<file path="src/rtl/sync_fifo_ext.sv">
// Synchronous FIFO with a registered read port, occupancy count and almost-full/empty thresholds.
// Optional sticky overflow/underflow flags are built when SYNC_FIFO_EXT_ERR_FLAGS_EN is defined.
module sync_fifo_ext #(
  parameter int DATA_WIDTH = 8,
  parameter int ADDR_WIDTH = 4,
  parameter int AF_THRESH  = 2**ADDR_WIDTH - 2,
  parameter int AE_THRESH  = 2
) (
  input  logic                  clk,
  input  logic                  reset,
  input  logic                  wr_en,
  input  logic [DATA_WIDTH-1:0] w_data,
  input  logic                  rd_en,
  output logic [DATA_WIDTH-1:0] r_data,
  output logic                  r_valid,
  output logic                  full,
  output logic                  empty,
  output logic                  almost_full,
  output logic                  almost_empty,
  output logic [ADDR_WIDTH:0]   count,
  input  logic                  err_clr,
  output logic                  overflow,
  output logic                  underflow
);

  localparam int DEPTH = 2**ADDR_WIDTH;
  localparam logic [ADDR_WIDTH:0]   DEPTH_C = (ADDR_WIDTH+1)'(DEPTH);
  localparam logic [ADDR_WIDTH:0]   AF_C    = (ADDR_WIDTH+1)'(AF_THRESH);
  localparam logic [ADDR_WIDTH:0]   AE_C    = (ADDR_WIDTH+1)'(AE_THRESH);
  localparam logic [ADDR_WIDTH:0]   CNT_ONE = (ADDR_WIDTH+1)'(1);
  localparam logic [ADDR_WIDTH-1:0] PTR_ONE = ADDR_WIDTH'(1);

  logic [DATA_WIDTH-1:0] mem_q [DEPTH];
  logic [ADDR_WIDTH-1:0] w_ptr_q, w_ptr_d;
  logic [ADDR_WIDTH-1:0] r_ptr_q, r_ptr_d;
  logic [ADDR_WIDTH:0]   count_q, count_d;
  logic [DATA_WIDTH-1:0] r_data_q, r_data_d;
  logic                  r_valid_q, r_valid_d;
  logic                  rd_acc, wr_acc;

  // Handshake: a write is taken when wr_en is high and the FIFO is not full
  // (or a read frees a slot in the same cycle); a read is taken when rd_en is
  // high and the FIFO is not empty, with r_valid marking the data one cycle later.
  assign full         = (count_q == DEPTH_C);
  assign empty        = (count_q == '0);
  assign almost_full  = (count_q >= AF_C);
  assign almost_empty = (count_q <= AE_C);

  assign rd_acc = rd_en & ~empty;
  assign wr_acc = wr_en & (~full | rd_acc);

  always_comb begin
    w_ptr_d   = w_ptr_q;
    r_ptr_d   = r_ptr_q;
    count_d   = count_q;
    r_data_d  = r_data_q;
    r_valid_d = 1'b0;
    if (wr_acc) w_ptr_d = w_ptr_q + PTR_ONE;
    if (rd_acc) begin
      r_ptr_d   = r_ptr_q + PTR_ONE;
      r_data_d  = mem_q[r_ptr_q];
      r_valid_d = 1'b1;
    end
    if (wr_acc && !rd_acc) count_d = count_q + CNT_ONE;
    else if (rd_acc && !wr_acc) count_d = count_q - CNT_ONE;
  end

  always_ff @(posedge clk) begin
    if (reset) begin
      w_ptr_q   <= '0;
      r_ptr_q   <= '0;
      count_q   <= '0;
      r_data_q  <= '0;
      r_valid_q <= 1'b0;
    end else begin
      w_ptr_q   <= w_ptr_d;
      r_ptr_q   <= r_ptr_d;
      count_q   <= count_d;
      r_data_q  <= r_data_d;
      r_valid_q <= r_valid_d;
    end
  end

  // Storage is deliberately left unreset; stale words are unreachable once the pointers clear.
  always_ff @(posedge clk) begin
    if (wr_acc && !reset) mem_q[w_ptr_q] <= w_data;
  end

  assign r_data  = r_data_q;
  assign r_valid = r_valid_q;
  assign count   = count_q;

`ifdef SYNC_FIFO_EXT_ERR_FLAGS_EN
  logic ovf_q, ovf_d;
  logic udf_q, udf_d;

  // A set condition coinciding with err_clr keeps the flag high.
  always_comb begin
    ovf_d = ovf_q;
    udf_d = udf_q;
    if (err_clr) begin
      ovf_d = 1'b0;
      udf_d = 1'b0;
    end
    if (wr_en & full & ~rd_acc) ovf_d = 1'b1;
    if (rd_en & empty)          udf_d = 1'b1;
  end

  always_ff @(posedge clk) begin
    if (reset) begin
      ovf_q <= 1'b0;
      udf_q <= 1'b0;
    end else begin
      ovf_q <= ovf_d;
      udf_q <= udf_d;
    end
  end

  assign overflow  = ovf_q;
  assign underflow = udf_q;
`else
  logic err_clr_unused;
  assign err_clr_unused = err_clr;
  assign overflow       = 1'b0;
  assign underflow      = 1'b0;
`endif

endmodule

</file>
<file path="config.mk">
export PLATFORM = sky130hd
export DESIGN_NAME = sync_fifo_ext
export DESIGN_NICKNAME = d
export VERILOG_FILES = /design/src/rtl/sync_fifo_ext.sv
export SDC_FILE = /design/constraint.sdc
export NUM_CORES = 1
export LEC_CHECK = 0
export CAP_MARGIN = 20
export CORE_ASPECT_RATIO = 1.2
export CORE_MARGIN = 2
export CORE_UTILIZATION = 48
export DETAILED_ROUTE_END_ITERATION = 8
export PLACE_DENSITY_LB_ADDON = 0.12
export SYNTH_ARGS = -nofsm -noshare
export SYNTH_HDL_FRONTEND = slang
export SYNTH_SLANG_ARGS = --single-unit
</file>
<file path="constraint.sdc">
create_clock -name clk -period 3.4 [get_ports clk]
set_clock_uncertainty 0.1 [all_clocks]
set_input_delay 0.85 -clock clk [delete_from_list [all_inputs] [get_ports clk]]
set_output_delay 0.85 -clock clk [all_outputs]
set_load 0.02 [all_outputs]
</file>
---- Yosys cells after proc, flatten, opt, wreduce, memory -nomap -nowiden ----
Memory sizes are Yosys's and may differ from the RTL's. A register that Yosys moved wholly into a read port is not among the register bits.
Cells that the tools add are included.
storage, ports and cells
  flip-flop bits (word level) ............. 14
  latch bits .............................. 0
  bits in writable memories ............... 128
  bits in read-only memories .............. 0
  input port bits ......................... 13
  word-level logic and storage cells ...... 30
  memories kept ........................... 1
memories
  memory  depth  bits a word  read ports  clocked after Yosys merged registers in  write ports  line  text
  mem_q   16     8            1           1                                        1            33    logic [DATA_WIDTH-1:0] mem_q [DEPTH];
operators by class
  $add $sub $neg .......................... 4
  multipliers ............................. 0
  div/mod/pow operators ................... 0
  magnitude comparators ................... 2
  equality and inequality tests ........... 1
  shifts and indexed selects .............. 0
  multiplexer cells ....................... 5
  bitwise logic cells ..................... 5
  reductions and logical operators ........ 8
operators with widths
  cell                                                             count
  two-way mux 5 bit                                                2
  adder 4 x 1 -> 4 bit (second input constant)                     2
  adder 5 x 1 -> 5 bit (second input constant)                     1
  == test 5 bit (second input constant)                            1
  >= comparator 5 x 4 -> 1 bit (second input constant)             1
  less-or-equal comparator 5 x 2 -> 1 bit (second input constant)  1
  zero test 5 bit                                                  1
  subtractor 5 x 1 -> 5 bit (second input constant)                1
  logical AND 1 bit                                                3
  zero test 1 bit                                                  3
  two-way mux 1 bit                                                3
  bitwise AND 1 bit                                                2
  inverter 1 bit                                                   2
  nonzero test 2 bit                                               1
  bitwise OR 1 bit                                                 1

---- Logic depth before layout (Yosys ltp) ----
Gate-level depths: netlist of run 1.
  word-level depth ........................ 9
  mapped depth ............................ 12
  mapped depth without buffers ............ 10

---- Worst setup path after synthesis of run 1 ----
No wires, ideal clock.
  kind .................................... register to register
  start point ............................. reg count_q[0] (netlist: count[0])
  end point ............................... reg count_q[4] (netlist: count[4])
  setup time .............................. 0.121 ns
  arrival time ............................ 3.003 ns
  data required time ...................... 3.179 ns
  setup slack ............................. 0.176 ns
  stages on the path, launching flop included .. 13
  path buffers ............................ 2
  period minus slack after synthesis ...... 3.224 ns
  cell sequence ........................... dfxtp_1 -> or4_1 -> buf_2 -> o21a_1 -> buf_6 -> inv_1 -> ha_1 -> inv_1 -> fa_1 -> a21o_1 -> a21oi_1 -> mux2i_1 -> mux2_2
on the way
  longest elaborated chain between the ends .. 8
  elaborated cells between the ends (all ways) .. 16
  classes of those cells .................. add/sub: 2; eq/ne: 1; mux: 2; bitwise: 5; reduce/logical: 6
ends and longest elaborated chain
  element                       line  text
  start: declaration            36    logic [ADDR_WIDTH:0] count_q, count_d;
  start signal: assignment      78    count_q <= count_d;
  zero test 5 bit               45    assign empty = (count_q == '0);
  inverter 1 bit                49    assign rd_acc = rd_en & ~empty;
  bitwise AND 1 bit             49
  bitwise OR 1 bit              50    assign wr_acc = wr_en & (~full | rd_acc);
  bitwise AND 1 bit             50
  zero test 1 bit               65    else if (rd_acc && !wr_acc) count_d = count_q - CNT_ONE;
  logical AND 1 bit             65
  nonzero test 2 bit (no line)  --
Several ways; a longest one is shown, not always the timed one. The select of a mux whose other input is x is not followed.
A chain may end at the register's enable or synchronous reset.

---- Final worst setup path of run 1 ----
  start point ............................. reg count_q[0] (netlist: count[0])
  end point ............................... out empty
on the way
  longest elaborated chain between the ends .. 1
ends and longest elaborated chain
  element           line  text
  zero test 5 bit   45
  end: declaration  17    output logic empty,
Every way passes these cells.

==> out/results.ini, run 1 <==
[clock_tree]
ctsHoldBuffers=0
clk_pin_slew_ps=60
cts_tree=yes
cts-resized-gates=0
h-tree-depth=4
cts_setup_buffers=0
clk_latency_ps=410
cts_root_buffer=clkbuf_16
cts.sinks=150
clk_path_buf_depth=2
cts_buffers=17

[drt]
wl_met3_um=373
routed-wl-met2_um=6320
viasPerCell=5.41
drt_pass1_iterations=4
top_layer=met4
drt_iter0_markers=141
wl_met1_um=5740
wirelength_um=12500
remaining_drc_errors=0
final_antenna_net_count=0
vias=3370
wl_per_cell_um=20.0

[synthesis]
yosys_most_used_dff=edfxtp_1
synth_cells=395
synth.area.top_cells=edfxtp_1 (63%), mux2i_1 (11%), dfxtp_1 (7.2%)
synth_largest_area_cell=edfxtp_1
ys_ff_latch=150
yosysMostFrequentCell=edfxtp_1
synth_cell_types=37
synth_top_area_share_pct=62.9
ys_seq_area_share_pct=70.1
synth_common_cells=edfxtp_1 (128), mux2i_1 (67), nor2_1 (42)
netlist_area_um2=6110
syn_avg_cell_area_um2=15.5
ys_warn_count=0
synth_edf_count=128
async_flop_share_pct=0

[placement]
dp_hpwl_um=8210
placed_cells=592
gp_congestion=0.789
port_buffers=29
place_area_um2=6710

[worst_setup_path]
crit_cells=3
reg2regPathDepth=10
cp_slowest_stage_delay_ps=690
worst-r2r-setup-slack_ps=290
cp-start-kind=flop
slowest_stage=or4_1
crit_type=reg -> out
cp.required_ps=2450
endpoint_kind=primary output
crit_buf_inv=1
cp_data_arrival_time_ps=2200
critPathMaxFanout=7
cp_top_family=simple AND/OR/NAND/NOR gates
path_cells=or4_1, nor2_1, clkdlybuf4s50_1

[die]
start_util_pct=48.7
ioPinCount=33
core_um2=12600
die_h_um=128
rows=45
die_w_um=107
fp.dieArea_um2=13700

[grt]
grt_pass1_vias=3372
grt_pass1_wl_um=19300
overflow=0
antenna_found_initial=0
track_usage_pct=19.6
grt_max_degree=30

[sta]
fmax_ghz=0.317
relSlewSlack_pct=42.9
post-route-min-period_ps=3150
fin_crit_sh_pct=92.7
final_max_slew_viol_count=0
rsz0062_at_grt=no
worst_slew_pin_slew_ps=854
finalSetupViolCount=0
final.setup.tns_ps=0
hold_viol_final=0

[finish]
nNetsFinal=470
area_growth_pct=18.5
fillers=977
drive_gt1_share_pct=15.7
stdcell_area_um2=7240
final_cells=623
diodes=0

[min_path]
hold_class=reg -> reg
min_delay_path_depth=2

[run_status]
run_status=complete, no violations

[power]
p_leak_uw=0.00233
power_uw=4870
peakVddDrop_v=0.000426
power.density_nw_per_um2=672

[run]
max_cap_viol_count=0

[worst min-delay path, stage by stage (launching register included)]
cell,delay (ps)
dfxtp_1,310
nor2_1,120
a211oi_2,50
[worst paths after layout]
kind                                from                      to
setup / recovery   count[0]$_SDFFE_PP0P_                   empty
hold reg to reg   r_data[2]$_SDFFE_PP0N_  r_data[2]$_SDFFE_PP0N_
hold / removal    r_data[2]$_SDFFE_PP0N_  r_data[2]$_SDFFE_PP0N_
setup reg to reg   count[0]$_SDFFE_PP0P_   count[4]$_SDFFE_PP0P_
[routing by layer]
layer | vias up | track usage (%)
li1 | 1619 | -
met1 | 1690 | 26.2
met2 | 57 | 32.1
met3 | 4 | 4.49
met4 | 0 | 5.73
met5 | - | 0
[through the flow]
stage	utilization [%]	hold slack, ps	setup slack (ps)
2_1_floorplan	-	464	176
6_report	57.7	433	248
5_1_grt	57.7	455	157
4_1_cts	57.7	438	226
3_3_place_gp	53.4	417	51.7
3_5_place_dp	53.4	424	22.9
[where the power goes]
part | internal [µW] | switching, µW
Combinational | 433 | 557
Sequential | 2090 | 80.7
Clock | 997 | 710
Total | 3520 | 1350
[cells by family after synthesis]
kind of cell               count (synthesis)  share of synthesized area, %
and+or+nand+nor                           74                          5.96
xor gates and xnor gates                   8                          1.15
DFF                                      150                          70.1
AOI/OAI and AO/OA                         53                          6.69
muxes                                     69                          11.4
buffers and inverters                     30                          2.48
other                                      1                        0.0614
adders and majority gates                 10                          2.17
[cell type report]
class	instances	area, µm²	share of cell area [%]
multi-input cells	216	1680	23.2
inverters	5	18.8	0.259
well taps	164	205	2.83
repair buffers	57	513	7.08
clock inverters	13	109	1.50
clock buffers	18	429	5.93
flip-flops and latches	150	4290	59.2
[layout by cell type, fill, tap and decap left out, types with 2 or more instances in the layout]
cell type and count:
nand3b_1 4, nand2_1 8, nor2_1 42, xor2_1 5, buf_4 27, edfxtp_1 128, nand3_1 2, clkinvlp_4 4
dfxtp_1 21, a21o_1 2, clkinv_1 2, clkdlybuf4s50_1 29, clkbuf_16 17, a21oi_1 4, clkinv_2 3, or3_1 2
ha_1 9, mux2i_1 67, nor4_1 8, inv_1 5, a211oi_2 8, xnor2_1 3, o211ai_1 2, inv_6 2
conb_1 2, o22ai_1 32, or3b_2 3
[flip-flops by register name, summed over array words and instances, names as in the netlist]
signal   count
mem_q      128
r_data       8
count        5
r_ptr_q      4
w_ptr_q      4
r_valid      1
No activity file was read; power rests on OpenSTA's default activity.
==> run 2, diff against run 1 <==
--- a/config.mk
+++ b/config.mk
@@ -5,6 +5,7 @@
 export SDC_FILE = /design/constraint.sdc
 export NUM_CORES = 1
 export LEC_CHECK = 0
+export ABC_AREA = 1
 export CAP_MARGIN = 20
 export CORE_ASPECT_RATIO = 1.2
 export CORE_MARGIN = 2
==> run 2 against run 1 <==
Compared with the run above:
- largest power group unchanged
- sequential power is essentially flat
- highest routed layer unchanged
- first-iteration DRC count grew 120%
- critical path type unchanged
- area after synthesis grew 8.5%
- clock-buffer cell count is the same
- design area grew 7.7%
- worst setup slack gained 300 ps
- die area grew 8.2%
- sequential share of layout area shrank 4.2 points
- maximum frequency grew 10%
==> out/results.ini, run 2 <==
[grt]
overflow=0
grt_max_degree=67
track_usage_pct=21.4
grt_pass1_vias=4590
grt_pass1_wl_um=24200
antenna_found_initial=0

[worst_setup_path]
crit_type=reg -> out
rr_endpoint=count[3]$_SDFFE_PP0P_
cp-start-kind=flop
worst-r2r-setup-slack_ps=910
r2r_start=count[1]$_SDFFE_PP0P_
endpoint_kind=primary output
reg2regPathDepth=14
cp_data_arrival_time_ps=1910
critPathMaxFanout=7
cp.required_ps=2450

[synthesis]
netlist_area_um2=6630
ys_ff_latch=150
synth_top_area_share_pct=57.9
async_flop_share_pct=0
synth_cells=675
yosysMostFrequentCell=nand2_1
synth_edf_count=128
ys_warn_count=0
synth_cell_types=25
yosys_most_used_dff=edfxtp_1
syn_avg_cell_area_um2=9.83
synth_common_cells=nand2_1 (215), edfxtp_1 (128), nand3_1 (98)
synth.area.top_cells=edfxtp_1 (58%), nand2_1 (12%), nand3_1 (7.4%)
ys_seq_area_share_pct=64.6
synth_largest_area_cell=edfxtp_1

[power]
power.density_nw_per_um2=719
p_sw_uw=1770
cellInternalPower_uw=3840
swShare_pct=31.5
pwr-share-seq_pct=38.5
p_leak_uw=0.00330
pwr-share-clk_pct=35.7
peakVddDrop_v=0.000474
p_comb_share_pct=25.8

[drt]
drt_iter0_markers=315
wl_per_cell_um=16.6
wirelength_um=15000
viasPerCell=5.11
vias=4611
remaining_drc_errors=0
final_antenna_net_count=0
drt_pass1_iterations=5

[clock_tree]
cts_root_buffer=clkbuf_16
cts_buffers=17
cts-resized-gates=0
ctsHoldBuffers=0
clk_path_buf_depth=2
clk_pin_slew_ps=60
cts_tree=yes
cts.sinks=150
h-tree-depth=4
cts_setup_buffers=0
clk_latency_ps=430

[finish]
final_cells=902
regMostFlops=mem_q
area_growth_pct=17.5
final_common_cell=nand2_1
nNetsFinal=741
most-common-layout-cells=nand2_1 (215), edfxtp_1 (128), nand3_1 (98)
fillers=1189
diodes=0
largest_reg_flops=128
drive_gt1_share_pct=9.30

[placement]
gp_congestion=0.843
dp_hpwl_um=9430
placed_cells=870
port_buffers=29

[die]
ioPinCount=33
core_um2=13600
die_w_um=111
fp.dieArea_um2=14800
die_h_um=133
rows=47
start_util_pct=48.6

[run_status]
run_status=complete, no violations

[sta]
post-route-min-period_ps=2860
final_max_slew_viol_count=0
rsz0062_at_grt=no
finalSetupViolCount=0
fin_crit_sh_pct=84.0
final.setup.tns_ps=0
fmax_ghz=0.350
worst_slew_pin_slew_ps=799
hold_viol_final=0
relSlewSlack_pct=46.5

[run]
max_cap_viol_count=0

[min_path]
min_from=w_ptr_q[3]$_SDFFE_PP0N_
hold_class=reg -> reg
holdPathEnd=w_ptr_q[3]$_SDFFE_PP0N_
min_delay_path_depth=2

run 2: cells by family (layout without fill, tap and decap cells):
| logic type | Yosys count | count (layout) | synth area share, % |
|---|---|---|---|
| other cells | 1 | 2 | 0.0565 |
| simple gates | 361 | 361 | 22.7 |
| fa+ha+maj | 10 | 10 | 2.00 |
| compound gates | 23 | 23 | 1.83 |
| xor+xnor | 6 | 6 | 0.792 |
| flops | 150 | 150 | 64.6 |
| buf+inv | 124 | 179 | 8.03 |
run 2: metrics by stage:
stage / util [%] / total power, µW / hold WS (ps) / instance area [µm²] / worst slack [ps]
2_1_floorplan: - / 3180 / 372 / 6640 / 769
3_3_place_gp: 52.3 / 3600 / 412 / 7140 / 309
3_5_place_dp: 52.5 / 3660 / 424 / 7170 / 248
4_1_cts: 57.2 / 5650 / 433 / 7800 / 522
5_1_grt: 57.2 / 5890 / 462 / 7800 / 328
6_report: 57.2 / 5610 / 431 / 7800 / 545
run 2: cell type report:
class	instances	area, µm²	area share (%)
Sequential cell	150	4290	55.0
Multi-Input combinational cell	402	1820	23.3
Timing Repair Buffer	54	498	6.39
Clock buffer	18	429	5.50
Inverter	93	349	4.48
Tap cell	171	214	2.74
Clock inverter	14	201	2.58
run 2: metal layers:
metal  vias to the layer above  GRT usage, %  share of wire [%]
met1                      2210          26.8                 42
met5                         -             0                  0
met3                        18          3.71                4.5
li1                       2274             -                  -
met4                         0          7.89                1.7
met2                       109          37.5                 52
run 2: worst max-delay path, cell delays in order, from the launching register on:
cell             delay (ps)
dfxtp_1                 380
a2111oi_0               420
clkdlybuf4s50_1         680
run 2: power groups by stage:
stage,Sequential (µW),Combinational [µW],Clock (µW)
final,2160,1450,2000
after global placement,2190,1410,0
after floorplan,2260,917,0
after detailed placement,2200,1460,0
after CTS,2160,1470,2020
after global routing,2170,1620,2100
run 2: how the worst max path moves through the flow:
stage                          start               endpoint  slack (ps)  cells after the start
2_1_floorplan  count[1]$_SDFFE_PP0P_  count[3]$_SDFFE_PP0P_         770                     14
3_3_place_gp                   rd_en  count[4]$_SDFFE_PP0P_         310                     15
3_5_place_dp                   rd_en  count[4]$_SDFFE_PP0P_         250                     15
4_1_cts        count[1]$_SDFFE_PP0P_           almost_empty         520                      2
5_1_grt        count[1]$_SDFFE_PP0P_           almost_empty         330                      2
6_report       count[1]$_SDFFE_PP0P_           almost_empty         540                      2
